--- src/rtl/traffic_light_pkg.sv ---
// Shared encodings for the four-way intersection controller.
// Optional pedestrian phase is enabled by defining TLC_PED_REQUEST_EN.
package traffic_light_pkg;

  typedef enum logic [2:0] {
    S_NS_GREEN  = 3'b000,
    S_NS_YELLOW = 3'b001,
    S_EW_GREEN  = 3'b010,
    S_EW_YELLOW = 3'b011,
    S_PED_GREEN = 3'b100
  } tlc_state_e;

  localparam logic [2:0] LIGHT_RED    = 3'b100;
  localparam logic [2:0] LIGHT_YELLOW = 3'b010;
  localparam logic [2:0] LIGHT_GREEN  = 3'b001;

  localparam logic [1:0] PED_WALK      = 2'b10;
  localparam logic [1:0] PED_DONT_WALK = 2'b01;

endpackage

--- src/rtl/tlc_phase_timer.sv ---
// Phase timer: counts 0..duration-1 and flags the last cycle of a phase.
// The owner clears it on every state change.
module tlc_phase_timer #(
  parameter int WIDTH = 4
) (
  input  logic             clk,
  input  logic             reset,
  input  logic             clear,
  input  logic [WIDTH-1:0] duration,
  output logic             expire
);

  localparam logic [WIDTH-1:0] ONE = WIDTH'(1);

  logic [WIDTH-1:0] count_r;

  // Cycle counter within the current phase
  always_ff @(posedge clk or posedge reset) begin
    if (reset) begin
      count_r <= {WIDTH{1'b0}};
    end else if (clear) begin
      count_r <= {WIDTH{1'b0}};
    end else begin
      count_r <= count_r + ONE;
    end
  end

  assign expire = (count_r == (duration - ONE));

endmodule

--- src/rtl/traffic_light_controller.sv ---
// Four-way intersection controller: NS/EW green-yellow cycle with an optional
// all-red pedestrian WALK phase, compiled in when TLC_PED_REQUEST_EN is defined.
module traffic_light_controller
  import traffic_light_pkg::*;
#(
  parameter int GREEN_DURATION  = 10,
  parameter int YELLOW_DURATION = 3,
  parameter int PED_DURATION    = 5
) (
  input  logic       clk,
  input  logic       reset,
  input  logic       pedestrian_request,
  output logic [2:0] ns_light,
  output logic [2:0] ew_light,
  output logic [1:0] ped_light,
  output logic [2:0] current_state,
  output logic       ped_request_latched_out,
  output logic       was_in_ns_phase_out
);

  localparam int MAX_DUR_GY = (GREEN_DURATION > YELLOW_DURATION) ? GREEN_DURATION : YELLOW_DURATION;
  localparam int MAX_DUR    = (MAX_DUR_GY > PED_DURATION) ? MAX_DUR_GY : PED_DURATION;
  localparam int TW         = $clog2(MAX_DUR + 1);

  tlc_state_e    state_r;
  tlc_state_e    state_next_s;
  logic [TW-1:0] dur_s;
  logic          expire_s;
  logic          state_change_s;
  logic          phase_ns_r;
  logic          phase_ns_next_s;
  logic          latch_r;
  logic          latch_next_s;
  logic          ped_clear_s;

  tlc_phase_timer #(.WIDTH(TW)) u_timer (
    .clk      (clk),
    .reset    (reset),
    .clear    (state_change_s),
    .duration (dur_s),
    .expire   (expire_s)
  );

  // Next-state selection, phase duration and light decode
  always_comb begin
    state_next_s = state_r;
    dur_s        = TW'(GREEN_DURATION);
    ns_light     = LIGHT_RED;
    ew_light     = LIGHT_RED;
    ped_light    = PED_DONT_WALK;
    case (state_r)
      S_NS_GREEN: begin
        ns_light = LIGHT_GREEN;
        dur_s    = TW'(GREEN_DURATION);
        if (expire_s) state_next_s = S_NS_YELLOW;
        else          state_next_s = state_r;
      end
      S_NS_YELLOW: begin
        ns_light = LIGHT_YELLOW;
        dur_s    = TW'(YELLOW_DURATION);
        if (expire_s) state_next_s = latch_r ? S_PED_GREEN : S_EW_GREEN;
        else          state_next_s = state_r;
      end
      S_EW_GREEN: begin
        ew_light = LIGHT_GREEN;
        dur_s    = TW'(GREEN_DURATION);
        if (expire_s) state_next_s = S_EW_YELLOW;
        else          state_next_s = state_r;
      end
      S_EW_YELLOW: begin
        ew_light = LIGHT_YELLOW;
        dur_s    = TW'(YELLOW_DURATION);
        if (expire_s) state_next_s = latch_r ? S_PED_GREEN : S_NS_GREEN;
        else          state_next_s = state_r;
      end
      S_PED_GREEN: begin
        ped_light = PED_WALK;
        dur_s     = TW'(PED_DURATION);
        // Resume in the direction that did not run last, so neither starves
        if (expire_s) state_next_s = phase_ns_r ? S_EW_GREEN : S_NS_GREEN;
        else          state_next_s = state_r;
      end
      default: begin
        state_next_s = S_NS_GREEN;
      end
    endcase
  end

  assign state_change_s = (state_next_s != state_r);
  assign ped_clear_s    = state_change_s && (state_next_s == S_PED_GREEN);

  // Phase flag tracks the most recently started vehicle direction
  always_comb begin
    phase_ns_next_s = phase_ns_r;
    if (state_change_s && (state_next_s == S_NS_GREEN)) begin
      phase_ns_next_s = 1'b1;
    end else if (state_change_s && (state_next_s == S_EW_GREEN)) begin
      phase_ns_next_s = 1'b0;
    end else begin
      phase_ns_next_s = phase_ns_r;
    end
  end

`ifdef TLC_PED_REQUEST_EN
  // A request on the clearing edge wins, so it is kept for the next yellow
  assign latch_next_s = (latch_r & ~ped_clear_s) | pedestrian_request;
`else
  logic unused_req_s;
  logic unused_clear_s;
  assign unused_req_s   = pedestrian_request;
  assign unused_clear_s = ped_clear_s;
  assign latch_next_s   = 1'b0;
`endif

  // State, phase flag and request latch registers
  always_ff @(posedge clk or posedge reset) begin
    if (reset) begin
      state_r    <= S_NS_GREEN;
      phase_ns_r <= 1'b1;
      latch_r    <= 1'b0;
    end else begin
      state_r    <= state_next_s;
      phase_ns_r <= phase_ns_next_s;
      latch_r    <= latch_next_s;
    end
  end

  assign current_state           = state_r;
  assign ped_request_latched_out = latch_r;
  assign was_in_ns_phase_out     = phase_ns_r;

endmodule

--- config.mk ---
export PLATFORM = sky130hd
export DESIGN_NAME = traffic_light_controller
export DESIGN_NICKNAME = d
export VERILOG_FILES = /design/src/rtl/traffic_light_pkg.sv /design/src/rtl/tlc_phase_timer.sv /design/src/rtl/traffic_light_controller.sv
export SDC_FILE = /design/constraint.sdc
export NUM_CORES = 1
export LEC_CHECK = 0
export ABC_AREA = 0
export CAP_MARGIN = 20
export CORE_MARGIN = 10
export CORE_UTILIZATION = 44
export DETAILED_ROUTE_END_ITERATION = 7
export GPL_ROUTABILITY_DRIVEN = 0
export HOLD_SLACK_MARGIN = 0.1
export PLACE_DENSITY_LB_ADDON = 0.08
export SLEW_MARGIN = 20
export SYNTH_ARGS = -nofsm -noshare
export SYNTH_HDL_FRONTEND = slang
export SYNTH_HIERARCHICAL = 1
export SYNTH_SLANG_ARGS = --single-unit
--- constraint.sdc ---
create_clock -name clk -period 2.6 [get_ports clk]
set_input_delay 0.52 -clock clk [delete_from_list [all_inputs] [get_ports clk]]
set_output_delay 0.52 -clock clk [all_outputs]
set_load 0.02 [all_outputs]
### Word level (Yosys, flattened, before mapping)

Index checks and enable logic that the tools add are counted.
Widths: inputs -> output; s select.

* flip-flop bits (word level): 8
* input port bits: 3
* output and inout bits: 13
* logic and storage cells: 32

* add/sub/neg operators: 2
* equal/unequal tests: 7
* multiplexer cells: 14
* reductions and logical operators: 6

Operators with widths (number)
* $mux 3: 5
* $pmux 3 s5: 1
* $pmux 3 s2: 2
* $eq 3x2->1 const B: 3
* $pmux 4 s2: 1
* $logic_not 3->1: 2
* $add 4x1->4 const B: 1
* $eq 4x4->1: 1
* $mux 2: 2
* $mux 4: 1
* $sub 4x1->4 const B: 1
* $eq 3x1->1 const B: 1
* $eq 3x3->1 const B: 1
* $ne 3x3->1: 1
* $logic_and 1x1->1: 2
* $mux 1: 2
* $reduce_bool 2->1: 1
* $reduce_or 2->1: 1

### Depth between registers and ports, before layout

Gate-level depths: netlist (run 1).

* depth after elaboration: 11
* gate-level depth with buffers: 13

### Hierarchy

Netlist (run 1), hierarchy kept.

Modules (own cells, without submodules)
* traffic_light_controller: instances 1, cells an instance 42, area each 342.8 um2, seq. area each 101.3 um2
* tlc_phase_timer: instances 1, cells an instance 24, area each 251.5 um2, seq. area each 100.1 um2

### Least setup slack after synthesis (run 1)

OpenSTA, ideal clock, no wires.

* path kind: register to register
* start: register state_r[0] (netlist: current_state[0])
* end: register state_r[1] (netlist: current_state[1])
* arrival: 2339 ps
* path slack: 179 ps
* stages on the path, launching flop included: 14
* buffers on the path: 2
* clock period less this slack: 2421 ps
* cells stage by stage: dfrtp_1 buf_6 nor2_4 and2_4 inv_4 nand2_1 inv_1 ha_1 xnor2_1 nor4_2 buf_4 nor2b_1 a21oi_1 o22ai_1

* longest elaborated chain between the ends: 7
* elaborated cells on any way between the ends: 15
* those cells by class: add/sub (1); eq/ne (5); mux (7); reduce/logical (2)

RTL lines
* from (decl): RTL line traffic_light_controller.sv:25 `tlc_state_e state_r;`
* from (signal assigned): RTL line traffic_light_controller.sv:122 `state_r <= state_next_s;`
* $eq 3x2->1 / $eq 3x1->1 (equally long branches): RTL line traffic_light_controller.sv:51 `case (state_r)`
* $reduce_or 2->1 (no line)
* $pmux 4 s2 *: RTL line traffic_light_controller.sv:51
* net dur_s[0]: RTL line traffic_light_controller.sv:27 `logic [TW-1:0] dur_s;`
* $sub 4x1->4 *: RTL line tlc_phase_timer.sv:28 `assign expire = (count_r == (duration - ONE));`
* $eq 4x4->1 *: RTL line tlc_phase_timer.sv:28
* net expire_s: RTL line traffic_light_controller.sv:28 `logic expire_s;`
* $mux 3, on equally long branches
* $pmux 3 s5 *: RTL line traffic_light_controller.sv:51
* net state_next_s[1]: RTL line traffic_light_controller.sv:26 `tlc_state_e state_next_s;`

The timed path passes the listed nets; every way through them passes the cells marked *.
A chain may end at the register's enable or synchronous reset.

### Worst setup path after layout (run 1)

Ends and elaborated chain as after synthesis.

==> results.sh, run 1 <==
export IMPL_cts_sinks=8
export IMPL_antenna_found_initial=0
export IMPL_fin_area_sq_um=758.2
export IMPL_drtIter0Drc=3
export IMPL_grt_total_usage=0.06798
export IMPL_cts_hold_buffers_added=0
export IMPL_wl_met1_um=520
export IMPL_die_y_um=56.75
export IMPL_cp_data_arrival_time_ns=2.49
export IMPL_ir_drop_v=0.0002138
export IMPL_dr_wl_met2_um=472
export IMPL_cp_max_fo=9
export IMPL_cp_required_ns=2.77
export IMPL_ant_nets=0
export IMPL_syn_inst=66
export IMPL_p_leak_nw=0.3523
export IMPL_fin_crit_sh=0.8925
export IMPL_grt_pass1_vias=438
export IMPL_num_io_pins=16
export IMPL_route_detailed_drc=0
export IMPL_grt_pass1_wl_um=1876
export IMPL_yosys_warnings=6
export IMPL_portBuffers=13
export IMPL_place_inst=93
export IMPL_grt_max_degree=12
export IMPL_synth_nets=71
export IMPL_syn_avg_cell_area_sq_um=9.005
export IMPL_syn2layout_area_growth_pct=27.58
export IMPL_hold_viol_final=0
export IMPL_hold_path_class="primary input to asynchronous set/reset pin"
export IMPL_drt_pass1_iter_count=2
export IMPL_post_cts_buffers=0
export IMPL_hold_worst_slack_ns=0.4804
export IMPL_rows=13
export IMPL_synth_seq_cells=8
export IMPL_clockBufferDepth=2
export IMPL_final_common_cell="clkdlybuf4s50_1"
export IMPL_fin_nets=88
export IMPL_die_width_um=56.75
export IMPL_ff_latch_area_sq_um=201.4
export IMPL_grt_overflow_total=0
export IMPL_power_density_mw_per_mm2=303.0
export IMPL_diodes=0
export IMPL_skew_ns=0.002744
export IMPL_drive_above_1_share=0.2073
export IMPL_final_max_slew_viol_count=0
export IMPL_clkSlewWorstSetupHoldPaths_ns=0.06
export IMPL_fillCellCount=124
export IMPL_fin_util=0.5901
export IMPL_dr_wl_met3_um=75
export IMPL_vias=445
export IMPL_maxUsedRoutingLayer="met3"
export IMPL_endpoint_kind="flip-flop"
export IMPL_h_tree_depth=1
export IMPL_ys_seq_area_frac=0.3389
export IMPL_fmax_ghz=0.4309
export IMPL_cts_tree="yes"
export IMPL_worstSkewPairLatency_ns=0.25
export IMPL_worstSetupStartpointType="flip-flop"
export IMPL_synth_cell_types=29
export IMPL_tns_ns=0
export IMPL_post_dp_cell_area_sq_um=732.0
export IMPL_wl_per_cell_um=11.01
export IMPL_layout_common_cells="13 x clkdlybuf4s50_1, 8 x nor2_1, 8 x xnor2_1"
export IMPL_start_util=0.4625
export IMPL_max_cap_viol_count=0
export IMPL_syn_area_sq_um=594.3
export IMPL_core_area_sq_mm=0.001285
export IMPL_viasPerCell=4.588
export IMPL_fin_crit_ns=2.321
export IMPL_grt_setup_unrepaired="false"
export IMPL_cts_resized=0
export IMPL_path_class="flip-flop to flip-flop"
export IMPL_dp_hpwl_um=866.3
export IMPL_clock_root_buffer="clkbuf_4"
export IMPL_wl_um=1068
export IMPL_setup_viol=0
export IMPL_outcome="complete, no violations"
export IMPL_multi_input_area_sq_um=319.1
export IMPL_stdcell_count=97
export IMPL_die_area_sq_mm=0.003221
export IMPL_numCtsBuffers=3
stage by stage:
step,total power [mW],setup WS [ns]
floorplan,0.1313,0.1790
global placement,0.1323,0.3224
detailed placement,0.1323,0.2666
CTS,0.2320,0.2495
global route,0.2416,0.05177
finish,0.2297,0.2794
worst paths after layout:
kind,start,end,slack (ns),cells after the start
max,current_state[0]$_DFF_PP0_,current_state[1]$_DFF_PP0_,0.28,12
min,reset,u_timer/count_r[3]$_DFF_PP0_,0.48,2
max reg2reg,current_state[0]$_DFF_PP0_,current_state[1]$_DFF_PP0_,0.28,12
min reg2reg,u_timer/count_r[0]$_DFF_PP0_,u_timer/count_r[0]$_DFF_PP0_,0.50,1
max in group asynchronous,reset,was_in_ns_phase_out$_DFFE_PP1P_,1.90,2
min in group clk,u_timer/count_r[0]$_DFF_PP0_,u_timer/count_r[0]$_DFF_PP0_,0.50,1
worst max-delay path, stage by stage, from the launching register on:
cell	delay, ns
dfrtp_1	0.40
nor2_4	0.14
and2_4	0.18
inv_4	0.04
nand2_1	0.11
inv_1	0.06
ha_1	0.30
xnor2_1	0.14
nor4_2	0.27
buf_4	0.20
nor2b_1	0.17
a31oi_1	0.10
o22ai_1	0.13
power breakdown:
| part | switching, mW | internal [mW] | leakage (nW) |
|---|---|---|---|
| Combinational | 0.00385 | 0.00153 | 0.239 |
| Sequential | 0 | 0.125 | 0.0983 |
| Clock | 0.0410 | 0.0586 | 0.0150 |
| Total | 0.0449 | 0.185 | 0.352 |
layer usage:
layer | GRT usage | up-vias
met4 | 0.02013 | 0
met3 | 0.02472 | 0
met5 | 0 | -
met1 | 0.08761 | 197
li1 | - | 239
met2 | 0.1019 | 9
kinds of logic (layout without fill, tap and decap cells):
group                    after synthesis  count (layout)  synth area share
AND/OR/NAND/NOR                       26              26            0.2758
adder cells (fa/ha/maj)                2               2           0.04210
AO/OA/AOI/OAI                          7               7           0.08001
XOR/XNOR                               9               9            0.1326
other                                  1               1          0.006310
buffers and inverters                 13              29            0.1242
flip-flops                             8               8            0.3390
flip-flops by register name (all words and copies together), names as in the netlist:
register / cells
current_state: 3
u_timer/count_r: 4
was_in_ns_phase_out: 1
synthesized netlist by cell type:
| master | n | area (sq um) |
|---|---|---|
| nor4_2 | 1 | 12.51 |
| nor3_1 | 1 | 5.000 |
| and2_4 | 2 | 17.52 |
| o22ai_1 | 1 | 6.260 |
| inv_1 | 7 | 26.28 |
| nor2_4 | 1 | 11.26 |
| nor2_1 | 8 | 30.03 |
| a211oi_1 | 1 | 7.510 |
| conb_1 | 1 | 3.750 |
| inv_4 | 1 | 6.260 |
| xnor2_1 | 8 | 70.07 |
| and2_2 | 1 | 7.510 |
| nand3_1 | 2 | 10.01 |
| dfstp_2 | 1 | 26.28 |
| ha_1 | 2 | 25.02 |
| and4bb_1 | 1 | 12.51 |
| buf_6 | 1 | 11.26 |
| a31oi_1 | 1 | 6.260 |
| nand2b_1 | 2 | 12.51 |
| nand2_1 | 1 | 3.750 |
| a211oi_2 | 1 | 12.51 |
| o21ai_0 | 2 | 10.01 |
| nor3_2 | 1 | 10.01 |
| buf_4 | 4 | 30.03 |
| nor2b_1 | 4 | 25.02 |
| or2_2 | 1 | 6.260 |
| xor2_1 | 1 | 8.760 |
| a21oi_1 | 1 | 5.000 |
| dfrtp_1 | 7 | 175.2 |
area by class of cell:
| type | instances | area share |
|---|---|---|
| multi-input combinational | 45 | 0.4208 |
| sequential | 8 | 0.2657 |
| timing repair buffer | 17 | 0.2112 |
| inverter | 8 | 0.04290 |
| clock buffer | 4 | 0.03465 |
| tap | 15 | 0.02475 |
Power figures use the tool's default switching activity.
==> run 2, diff against run 1 <==
==> constraint.sdc (replaced) <==
create_clock -name clk -period 3 [get_ports clk]
set_input_delay 0.6 -clock clk [delete_from_list [all_inputs] [get_ports clk]]
set_output_delay 0.6 -clock clk [all_outputs]
set_load 0.02 [all_outputs]
==> run 2 against run 1 <==
Net effect: utilization is 1.8 points lower; count of clock-buffer cells in the layout stayed put; sequential power is 14% lower; largest power group unchanged; register-to-register slack better by 0.24 ns.
==> results.sh, run 2 (synthesis results as in run 1) <==
export IMPL_cts_tree="yes"
export IMPL_drtIter0Drc=7
export IMPL_top_register="u_timer/count_r"
export IMPL_hold_worst_slack_ns=0.5113
export IMPL_path_class="flip-flop to flip-flop"
export IMPL_hold_path_class="flip-flop to flip-flop"
export IMPL_cp_required_ns=3.16
export IMPL_fin_crit_sh=0.8257
export IMPL_cpMaxStageDelayCell="dfrtp_1"
export IMPL_r2r_start="current_state[0]$_DFF_PP0_"
export IMPL_die_width_um=56.75
export IMPL_syn2layout_area_growth_pct=23.79
export IMPL_clkSlewWorstSetupHoldPaths_ns=0.05
export IMPL_final_max_slew_viol_count=0
export IMPL_largest_register_ffs=4
export IMPL_ant_nets=0
export IMPL_cp_cell_sequence="nor2_4 -> and2_4 -> inv_4 -> nand2_1 -> inv_1 -> ha_1 -> xnor2_1 -> nor4_2 -> buf_4 -> nor2b_1 -> a31oi_1 -> o22ai_1"
export IMPL_clock_root_buffer="clkbuf_4"
export IMPL_finalWorstSetupSlack_ns=0.5229
export IMPL_vias=446
export IMPL_max_cap_viol_count=0
export IMPL_drive_above_1_share=0.1772
export IMPL_portBuffers=13
export IMPL_tns_ns=0
export IMPL_r2r_cells=12
export IMPL_p_total_uw=196.9
export IMPL_cts_hold_buffers_added=0
export IMPL_min_delay_start="u_timer/count_r[0]$_DFF_PP0_"
export IMPL_post_dp_cell_area_sq_um=709.4
export IMPL_core_area_sq_mm=0.001285
export IMPL_worstSkewPairLatency_ns=0.25
export IMPL_start_util=0.4625
export IMPL_cp_data_arrival_time_ns=2.64
export IMPL_fin_area_sq_um=735.7
export IMPL_grt_max_degree=15
export IMPL_clockBufferDepth=2
export IMPL_fin_crit_ns=2.477
export IMPL_antenna_found_initial=0
export IMPL_fmax_ghz=0.4037
export IMPL_wl_per_cell_um=11.29
export IMPL_route_detailed_drc=0
export IMPL_post_cts_buffers=0
export IMPL_grt_pass1_vias=432
export IMPL_die_y_um=56.75
export IMPL_outcome="complete, no violations"
export IMPL_grt_total_usage=0.06903
export IMPL_final_common_cell="clkdlybuf4s50_1"
export IMPL_dp_hpwl_um=857.5
export IMPL_setup_viol=0
export IMPL_viasPerCell=4.745
export IMPL_cts_resized=0
export IMPL_fin_nets=85
export IMPL_endpoint_kind="flip-flop"
export IMPL_cp_max_fo=11
export IMPL_critPathLaunch="current_state[0]$_DFF_PP0_"
export IMPL_skew_ns=0.006753
export IMPL_layout_common_cells="13 x clkdlybuf4s50_1, 8 x nor2_1, 8 x xnor2_1"
export IMPL_hold_depth=1
export IMPL_num_io_pins=16
export IMPL_ir_drop_v=0.0002573
export IMPL_power_density_mw_per_mm2=267.6
export IMPL_diodes=0
export IMPL_drt_pass1_iter_count=4
export IMPL_h_tree_depth=1
export IMPL_grt_pass1_wl_um=1876
export IMPL_numCtsBuffers=3
export IMPL_rows=13
export IMPL_dp_worst_setup_slack_ns=0.5111
export IMPL_max_stage_delay_ns=0.51
export IMPL_cts_sinks=8
export IMPL_worstSetupStartpointType="flip-flop"
export IMPL_wl_um=1061
export IMPL_die_area_sq_mm=0.003221
export IMPL_grt_setup_unrepaired="false"
export IMPL_grt_overflow_total=0
export IMPL_p_leak_nw=0.3385
export IMPL_hold_viol_final=0
run 2: worst paths after layout:
path                                                         to  slack (ns)
worst max-delay path                 current_state[1]$_DFF_PP0_        0.52
worst min-delay path               u_timer/count_r[0]$_DFF_PP0_        0.51
worst max register to register       current_state[1]$_DFF_PP0_        0.52
worst min register to register     u_timer/count_r[0]$_DFF_PP0_        0.51
max in group asynchronous       was_in_ns_phase_out$_DFFE_PP1P_        2.21
min in group asynchronous          u_timer/count_r[1]$_DFF_PP0_        0.55
run 2: area by class of cell:
class | instances | area, sq um
flip-flops and latches | 8 | 201.4
repair buffers | 14 | 137.6
clock buffers | 4 | 26.28
inverters | 8 | 32.53
well taps | 15 | 18.77
multi-input cells | 45 | 319.1
fillers | 114 | 549.3
run 2: critical path: cells and delay by family (launching register included):
kind	cells	cell delay, ns
buffers and inverters	3	0.29
AOI/OAI and AO/OA	2	0.25
adders and majority gates	1	0.30
and+or+nand+nor	5	0.89
DFF	1	0.51
xor gates and xnor gates	1	0.14
run 2: stage by stage:
| stage | instances | utilization |
|---|---|---|
| after CTS | 94 | 0.5725 |
| after global routing | 94 | 0.5725 |
| after detailed placement | 90 | 0.5521 |
| after global placement | 90 | 0.5521 |
| final | 94 | 0.5725 |
| after floorplan | 66 | - |
run 2: power by group:
| part | internal (mW) | switching (mW) |
|---|---|---|
| combinational | 0.00133 | 0.00336 |
| sequential | 0.108 | 0 |
| clock | 0.0507 | 0.0334 |
run 2: layer usage:
| layer | track usage | routed length, um |
|---|---|---|
| met3 | 0.03820 | 107 |
| met5 | 0 | 0 |
| met4 | 0.02013 | 8 |
| met2 | 0.1034 | 469 |
| met1 | 0.08186 | 475 |
